===== config.mk =====
export PLATFORM = sky130hd
export DESIGN_NAME = d_bch_enc_sequencer
export DESIGN_NICKNAME = d
export VERILOG_FILES = /design/src/rtl/d_bch_enc_sequencer.sv
export SDC_FILE = /design/constraint.sdc
export NUM_CORES = 1
export LEC_CHECK = 0
export ABC_AREA = 1
export CORE_MARGIN = 2
export CORE_UTILIZATION = 25
export CTS_BUF_LIST = sky130_fd_sc_hd__clkbuf_2
export DETAILED_ROUTE_END_ITERATION = 8
export HOLD_SLACK_MARGIN = 0.08
export RECOVER_POWER = 25
export REMOVE_ABC_BUFFERS = 1
export SETUP_SLACK_MARGIN = 0.5
export SKIP_CTS_REPAIR_TIMING = 1
export SLEW_MARGIN = 10
export SYNTH_ARGS = -nofsm -noshare
export SYNTH_HDL_FRONTEND = slang
export SYNTH_SLANG_ARGS = --single-unit

===== constraint.sdc =====
create_clock -name i_clk -period 2.2 [get_ports i_clk]
set_input_delay 0.66 -clock i_clk [delete_from_list [all_inputs] [get_ports i_clk]]
set_output_delay 0.66 -clock i_clk [all_outputs]
set_load 0.005 [all_outputs]

===== src/rtl/d_bch_enc_sequencer.sv =====
// ---------------------------------------------------------------------------
// d_bch_enc_sequencer
//
// Sequences one BCH codeword through an external, purely combinational
// parallel LFS datapath. This block owns the parity register, accepts
// P_LVL-bit message chunks, forwards each chunk downstream, and after the
// last message chunk unloads the parity MSB-first on the same output stream.
//
// Handshake rule (both streams): a beat transfers on a rising clock edge
// where valid and ready are both 1. A valid beat holds its data stable
// until it transfers. Ready may depend combinationally on the
// consumer-side ready, never on the local valid.
//
// Ports
//   i_clk             clock, rising edge
//   i_RESET           synchronous active-high reset
//   i_start           one-cycle pulse, starts a codeword (IDLE only)
//   i_msg_data        message chunk
//   i_msg_valid       message chunk valid
//   o_msg_ready       message chunk accepted when valid & ready
//   o_lfs_message     datapath message input (= i_msg_data)
//   o_lfs_cur_parity  datapath current parity (= parity register)
//   i_lfs_nxt_parity  datapath next parity (combinational)
//   o_out_data        output chunk (message or parity)
//   o_out_valid       output chunk valid
//   o_out_parity      1 when o_out_data carries parity
//   o_out_last        1 on the final parity chunk of a codeword
//   i_out_ready       downstream ready
//   o_busy            1 whenever state != IDLE
//   o_dbg_state       current FSM state (0 IDLE, 1 MSG, 2 PAR)
// ---------------------------------------------------------------------------
module d_bch_enc_sequencer #(
  parameter int P_LVL      = 8,
  parameter int PRT_LENGTH = 168,
  parameter int MSG_CHUNKS = 256
) (
  input  logic                  i_clk,
  input  logic                  i_RESET,
  input  logic                  i_start,
  input  logic [P_LVL-1:0]      i_msg_data,
  input  logic                  i_msg_valid,
  output logic                  o_msg_ready,
  output logic [P_LVL-1:0]      o_lfs_message,
  output logic [PRT_LENGTH-1:0] o_lfs_cur_parity,
  input  logic [PRT_LENGTH-1:0] i_lfs_nxt_parity,
  output logic [P_LVL-1:0]      o_out_data,
  output logic                  o_out_valid,
  output logic                  o_out_parity,
  output logic                  o_out_last,
  input  logic                  i_out_ready,
  output logic                  o_busy,
  output logic [1:0]            o_dbg_state
);

  localparam int PAR_CHUNKS = PRT_LENGTH / P_LVL;
  localparam int CNT_MAX    = (MSG_CHUNKS > PAR_CHUNKS) ? MSG_CHUNKS : PAR_CHUNKS;
  localparam int CNT_W      = (CNT_MAX > 1) ? $clog2(CNT_MAX) : 1;

  typedef enum logic [1:0] {
    S_IDLE = 2'd0,
    S_MSG  = 2'd1,
    S_PAR  = 2'd2
  } state_e;

  state_e                state_q, state_d;
  logic [PRT_LENGTH-1:0] par_q, par_d;
  logic [CNT_W-1:0]      cnt_q, cnt_d;
  logic [P_LVL-1:0]      out_data_q, out_data_d;
  logic                  out_valid_q, out_valid_d;
  logic                  out_parity_q, out_parity_d;
  logic                  out_last_q, out_last_d;

  logic out_free;
  logic msg_accept;
  logic par_load;
  logic msg_last;
  logic par_last;

  // The output register is single-entry: it may be (re)loaded when empty or
  // when its current beat transfers on this same edge.
  assign out_free   = !out_valid_q || i_out_ready;
  assign msg_accept = (state_q == S_MSG) && out_free && i_msg_valid;
  assign par_load   = (state_q == S_PAR) && out_free;
  assign msg_last   = (cnt_q == CNT_W'(MSG_CHUNKS - 1));
  assign par_last   = (cnt_q == CNT_W'(PAR_CHUNKS - 1));

  // -------------------------------------------------------------------------
  // State register
  // -------------------------------------------------------------------------
  always_ff @(posedge i_clk) begin
    if (i_RESET) begin
      state_q      <= S_IDLE;
      par_q        <= '0;
      cnt_q        <= '0;
      out_data_q   <= '0;
      out_valid_q  <= 1'b0;
      out_parity_q <= 1'b0;
      out_last_q   <= 1'b0;
    end else begin
      state_q      <= state_d;
      par_q        <= par_d;
      cnt_q        <= cnt_d;
      out_data_q   <= out_data_d;
      out_valid_q  <= out_valid_d;
      out_parity_q <= out_parity_d;
      out_last_q   <= out_last_d;
    end
  end

  // -------------------------------------------------------------------------
  // Next-state logic
  // -------------------------------------------------------------------------
  always_comb begin
    state_d = state_q;
    unique case (state_q)
      S_IDLE:  if (i_start) state_d = S_MSG;
      S_MSG:   if (msg_accept && msg_last) state_d = S_PAR;
      S_PAR:   if (par_load && par_last) state_d = S_IDLE;
      default: state_d = S_IDLE;
    endcase
  end

  // -------------------------------------------------------------------------
  // Datapath / output logic
  // -------------------------------------------------------------------------
  always_comb begin
    par_d        = par_q;
    cnt_d        = cnt_q;
    out_data_d   = out_data_q;
    // A consumed beat empties the register unless a load below refills it.
    out_valid_d  = out_valid_q && !i_out_ready;
    out_parity_d = out_parity_q;
    out_last_d   = out_last_q;
    o_msg_ready  = 1'b0;

    unique case (state_q)
      S_IDLE: begin
        if (i_start) begin
          par_d = '0;
          cnt_d = '0;
        end
      end
      S_MSG: begin
        o_msg_ready = out_free;
        if (msg_accept) begin
          par_d        = i_lfs_nxt_parity;
          out_data_d   = i_msg_data;
          out_valid_d  = 1'b1;
          out_parity_d = 1'b0;
          out_last_d   = 1'b0;
          cnt_d        = msg_last ? '0 : cnt_q + CNT_W'(1);
        end
      end
      S_PAR: begin
        if (par_load) begin
          out_data_d   = par_q[PRT_LENGTH-1 -: P_LVL];
          par_d        = par_q << P_LVL;
          out_valid_d  = 1'b1;
          out_parity_d = 1'b1;
          out_last_d   = par_last;
          cnt_d        = par_last ? '0 : cnt_q + CNT_W'(1);
        end
      end
      default: ;
    endcase
  end

  assign o_lfs_message    = i_msg_data;
  assign o_lfs_cur_parity = par_q;
  assign o_out_data       = out_data_q;
  assign o_out_valid      = out_valid_q;
  assign o_out_parity     = out_parity_q;
  assign o_out_last       = out_last_q;
  assign o_busy           = (state_q != S_IDLE);
  assign o_dbg_state      = state_q;

endmodule

Word level (Yosys, flattened, before mapping)
Cells that the tools add are included.
Storage, ports and cells
  output and inout bits: 191
  register bits: 189
  logic and storage cells: 59
  bits of input ports: 181
Cells by class
  add/sub/neg operators: 1
  muxes and demuxes: 26
  eq/ne operators: 9
  reductions and logical operators: 16
Operators with widths (count)
  168-bit 2-to-1 mux: 3
  168-bit one-hot mux with 3 select lines: 1
  8-bit 2-to-1 mux: 7
  8-bit one-hot mux with 3 select lines: 1
  8-bit one-hot mux with 2 select lines: 1
  8-bit by 1-bit adder with 8-bit output (second input constant): 1
  8-bit by 5-bit equality test with 1-bit output (second input constant): 1
  8-bit equality test (second input constant): 1
  1-bit logical AND: 6
  1-bit 2-to-1 mux: 6
  2-bit 2-to-1 mux: 3
  2-bit != test (second input constant): 3
  1-bit one-hot mux with 2 select lines: 3
  2-bit one-hot mux with 3 select lines: 1
  3-bit AND reduction: 2
  2-bit by 1-bit != test with 1-bit output (second input constant): 2
  4-bit AND reduction: 1
  2-bit nonzero test: 2
  3-bit nonzero test: 1
  2-bit by 1-bit equality test with 1-bit output (second input constant): 1
  2-bit equality test (second input constant): 1
  1-bit logical NOT: 2
  2-bit logical NOT: 1
  1-bit logical OR: 1

Depth between registers and ports, before layout
  depth after elaboration: 7
  gate-level depth with buffers: 11
  mapped depth without buffers: 11

Least setup slack after synthesis
Ideal clock, no wire load.
  path type: register to register
  start: register state_q[0] (netlist: o_dbg_state[0])
  end: register par_q[102] (netlist: o_lfs_cur_parity[102])
  path slack: 0.456 ns
  path buffers: 2
  period minus slack after synthesis: 1.744 ns
  arrival: 1.597 ns
  setup time: 0.146 ns
  data required time: 2.054 ns
  stages on the path, launching flop included: 9
  path through: dfxtp_1 > inv_1 > ha_1 > nand2_1 > clkinv_1 > buf_2 > clkbuf_1 > a32oi_1 > a211oi_2
Between the ends
  cells in the longest elaborated chain, start to end: 5
  elaborated cells between the ends (all ways): 12
  classes of those cells: eq/ne (5); mux (1); reduce/logical (6)
RTL lines
  start: declaration: line 65  | state_e state_q, state_d;
  start signal: assignment: line 100  | state_q <= state_d;
  2-bit by 1-bit equality test with 1-bit output: line 82, 136
  1-bit logical AND (2 in series): line 82  | assign msg_accept = (state_q == S_MSG) && out_free && i_msg_valid;
  2-bit != test (no source line)
  4-bit AND reduction (no source line)
  end signal: assignment: line 101  | par_q <= par_d;
  end: declaration: line 66  | logic [PRT_LENGTH-1:0] par_q, par_d;
Parallel ways exist; a longest one is shown, timed or not.
A chain may end at the register's enable or synchronous reset.

Worst setup path after layout
  start: register state_q[0] (netlist: o_dbg_state[0])
  end: output port o_busy
Between the ends
  cells in the longest elaborated chain, start to end: 1
RTL lines
  2-bit nonzero test: line 174  | assign o_busy = (state_q != S_IDLE);
  end: declaration: line 51  | output logic o_busy,
Every way passes these cells.

==> flow_summary_export.csv <==
group,metric,value,unit
status,status,"finished, violations left",
status,violations,"setup timing",
place,gp_congestion,0.794,
synthesis,synth_cells,966,
floorplanning,fp.dieH,197,um
clocking,clockBufferDepth,2,
finish,final_cell_mix,"nor2_1, clkdlybuf4s50_1, dfxtp_2",
setup_path,cp-end-kind,"output port",
timing,finalSetupTns,-0.548,ns
timing,max_freq,410,MHz
detailed_routing,drc,0,
timing,setup_violations,3,
clocking,clk_pin_slew,0.31,ns
synthesis,synth_seq_cells,189,
floorplanning,die_w,197,um
synthesis,synthTopCellsByArea,"dfxtp_1, a211oi_2, a32oi_1, nor2_1, buf_2",
min_path,min_path_type,"input port to register",
timing,rsz0062_at_grt,"yes",
timing,maxSlewViolCount,0,
setup_path,critical_path_class,"register to output port",
flow_run,cap_violations,0,
global_route,grt_pass1_wl,50400,um
place,io_buffers,371,
setup_path,worst_setup_path_start_kind,"register",
finish,final_layout_size_suffix_gt1_share,53.0,%
clocking,clkSinkCount,189,
global_route,grt_max_degree,84,
timing,finalCritPeriodShare,111,%
detailed_routing,wl_per_cell,19.4,um
setup_path,cp_max_fo,5,
synthesis,yosysTopAreaCell,"dfxtp_1",
clocking,cts_tree,"built",
global_route,grt_overflow,0,
detailed_routing,vias,9451,
clocking,cts-htree-levels,4,
clocking,clkLatencyLatePin,0.86,ns
floorplanning,pin_count,372,
synthesis,synth.top_cell.area_share,40.6,%
pwr,ir_drop,0.000923,V
finish,fill_cells,3625,
timing,worst_pin_slew,0.676,ns
pwr,totalPowerFinal,20600,uW
pwr,power_density,1330,nW/um^2
finish,area_growth,65.8,%
timing,finalClockSkew,0.0521,ns
finish,nets,1597,
synthesis,yosys_warnings,0,
global_route,grt_usage,16.5,%
place,post-dp-hpwl,23000,um
synthesis,yosysUniqueCellTypes,27,
synthesis,synth.cell_area,9310,um^2
timing,relSlewSlack,54.9,%
timing,min_period,2.44,ns
detailed_routing,ant_nets,0,
timing,timing.final.ws_setup,-0.241,ns
clocking,cts_buffers,17,
setup_path,cp.required,1.54,ns
finish,utilization,42.2,%
floorplanning,die-area,38800,um^2
global_route,grt_pass1_vias,8795,
detailed_routing,first_iter_violations,553,
floorplanning,core_area,36600,um^2
clocking,root_buffer,"clkbuf_2",
detailed_routing,wl,36700,um
floorplanning,start_util,25.4,%
pwr,p_leak,0.00595,uW
timing,hold_violations,0,
synthesis,syn_avg_cell_area,9.64,um^2
synthesis,synth_seq_area_share,40.6,%
detailed_routing,viasPerCell,5.00,
global_route,antenna_found_initial,1,
detailed_routing,first_pass_iters,5,
floorplanning,rows,70,
setup_path,cp.arrival,1.78,ns
finish,final_common_cell,"nor2_1",
## critical path, stage by stage (launching register included)
cell and delay (ns):
dfxtp_4 0.45, buf_6 0.10, clkinvlp_4 0.09, ha_4 0.17, inv_2 0.04, buf_6 0.08
## cell type report
cell class                 instances  area (um^2)  share of cell area (%)
antenna                            1         2.50                  0.0162
clock buffer                      17         85.1                   0.551
clock inverter                    15          223                    1.44
inverter                          30          135                   0.875
multi-input combinational        624         4830                    31.3
sequential                       189         4050                    26.2
tap                              468          586                    3.79
timing repair buffer             545         5520                    35.8
timing repair inverter             1         8.76                  0.0567
## power breakdown
| group | internal [uW] | switching, uW |
|---|---|---|
| combinational | 6200 | 5900 |
| sequential | 5080 | 1190 |
| clock | 797 | 1400 |
## state kept, by name, indices dropped and copies added, names as in the netlist
signal,flops
o_lfs_cur_parity,168
cnt_q,8
o_out_data,8
o_dbg_state,2
o_out_last,1
o_out_parity,1
o_out_valid,1
## cells in the mapped netlist, drive strengths merged
library cell,number
nand4,2
a21oi,21
o21ai,19
ha,8
nand2,43
xor2,3
a31oi,1
a211oi,159
clkinv,1
mux2i,8
inv,29
a32oi,159
nor2,186
nand3,14
nand3b,1
buf,74
dfxtp,189
clkbuf,49
## through the flow
step	worst slack (ns)	area, um^2	std cells	hold slack [ns]
6_report	-0.241	15400	1890	0.278
5_1_grt	-0.434	15400	1890	0.161
4_1_cts	-0.944	14100	1788	-0.144
3_5_place_dp	-0.288	13800	1756	0.475
3_3_place_gp	-0.302	13800	1756	0.451
2_1_floorplan	-6.28	8670	843	0.451
## kinds of logic after synthesis
group	count (synthesis)	synth area share [%]
muxes	8	0.860
buffers and inverters	153	8.10
xor gates and xnor gates	3	0.282
and+or+nand+nor	246	10.4
DFF	189	40.6
adders and majority gates	8	1.07
AOI/OAI and AO/OA	359	38.6
## worst paths after layout
| kind | start | end | slack, ns | depth (start not counted) |
|---|---|---|---|---|
| setup / recovery | o_dbg_state[0] | o_busy | -0.24 | 5 |
| hold / removal | i_msg_data[4] | o_out_data[4] | 0.28 | 4 |
| setup reg to reg | o_dbg_state[0] | o_lfs_cur_parity[61] | 0.02 | 13 |
| hold reg to reg | o_lfs_cur_parity[1] | o_lfs_cur_parity[1] | 0.50 | 2 |
## per-layer routing
layer	global-route usage, %	vias to the layer above	share of wire (%)
met5	0	-	0
met4	6.57	0	2.4
met3	3.70	43	5.2
met2	27.4	285	49
met1	20.6	4573	44
li1	-	4550	-
No activity file was read; power rests on OpenSTA's default activity.
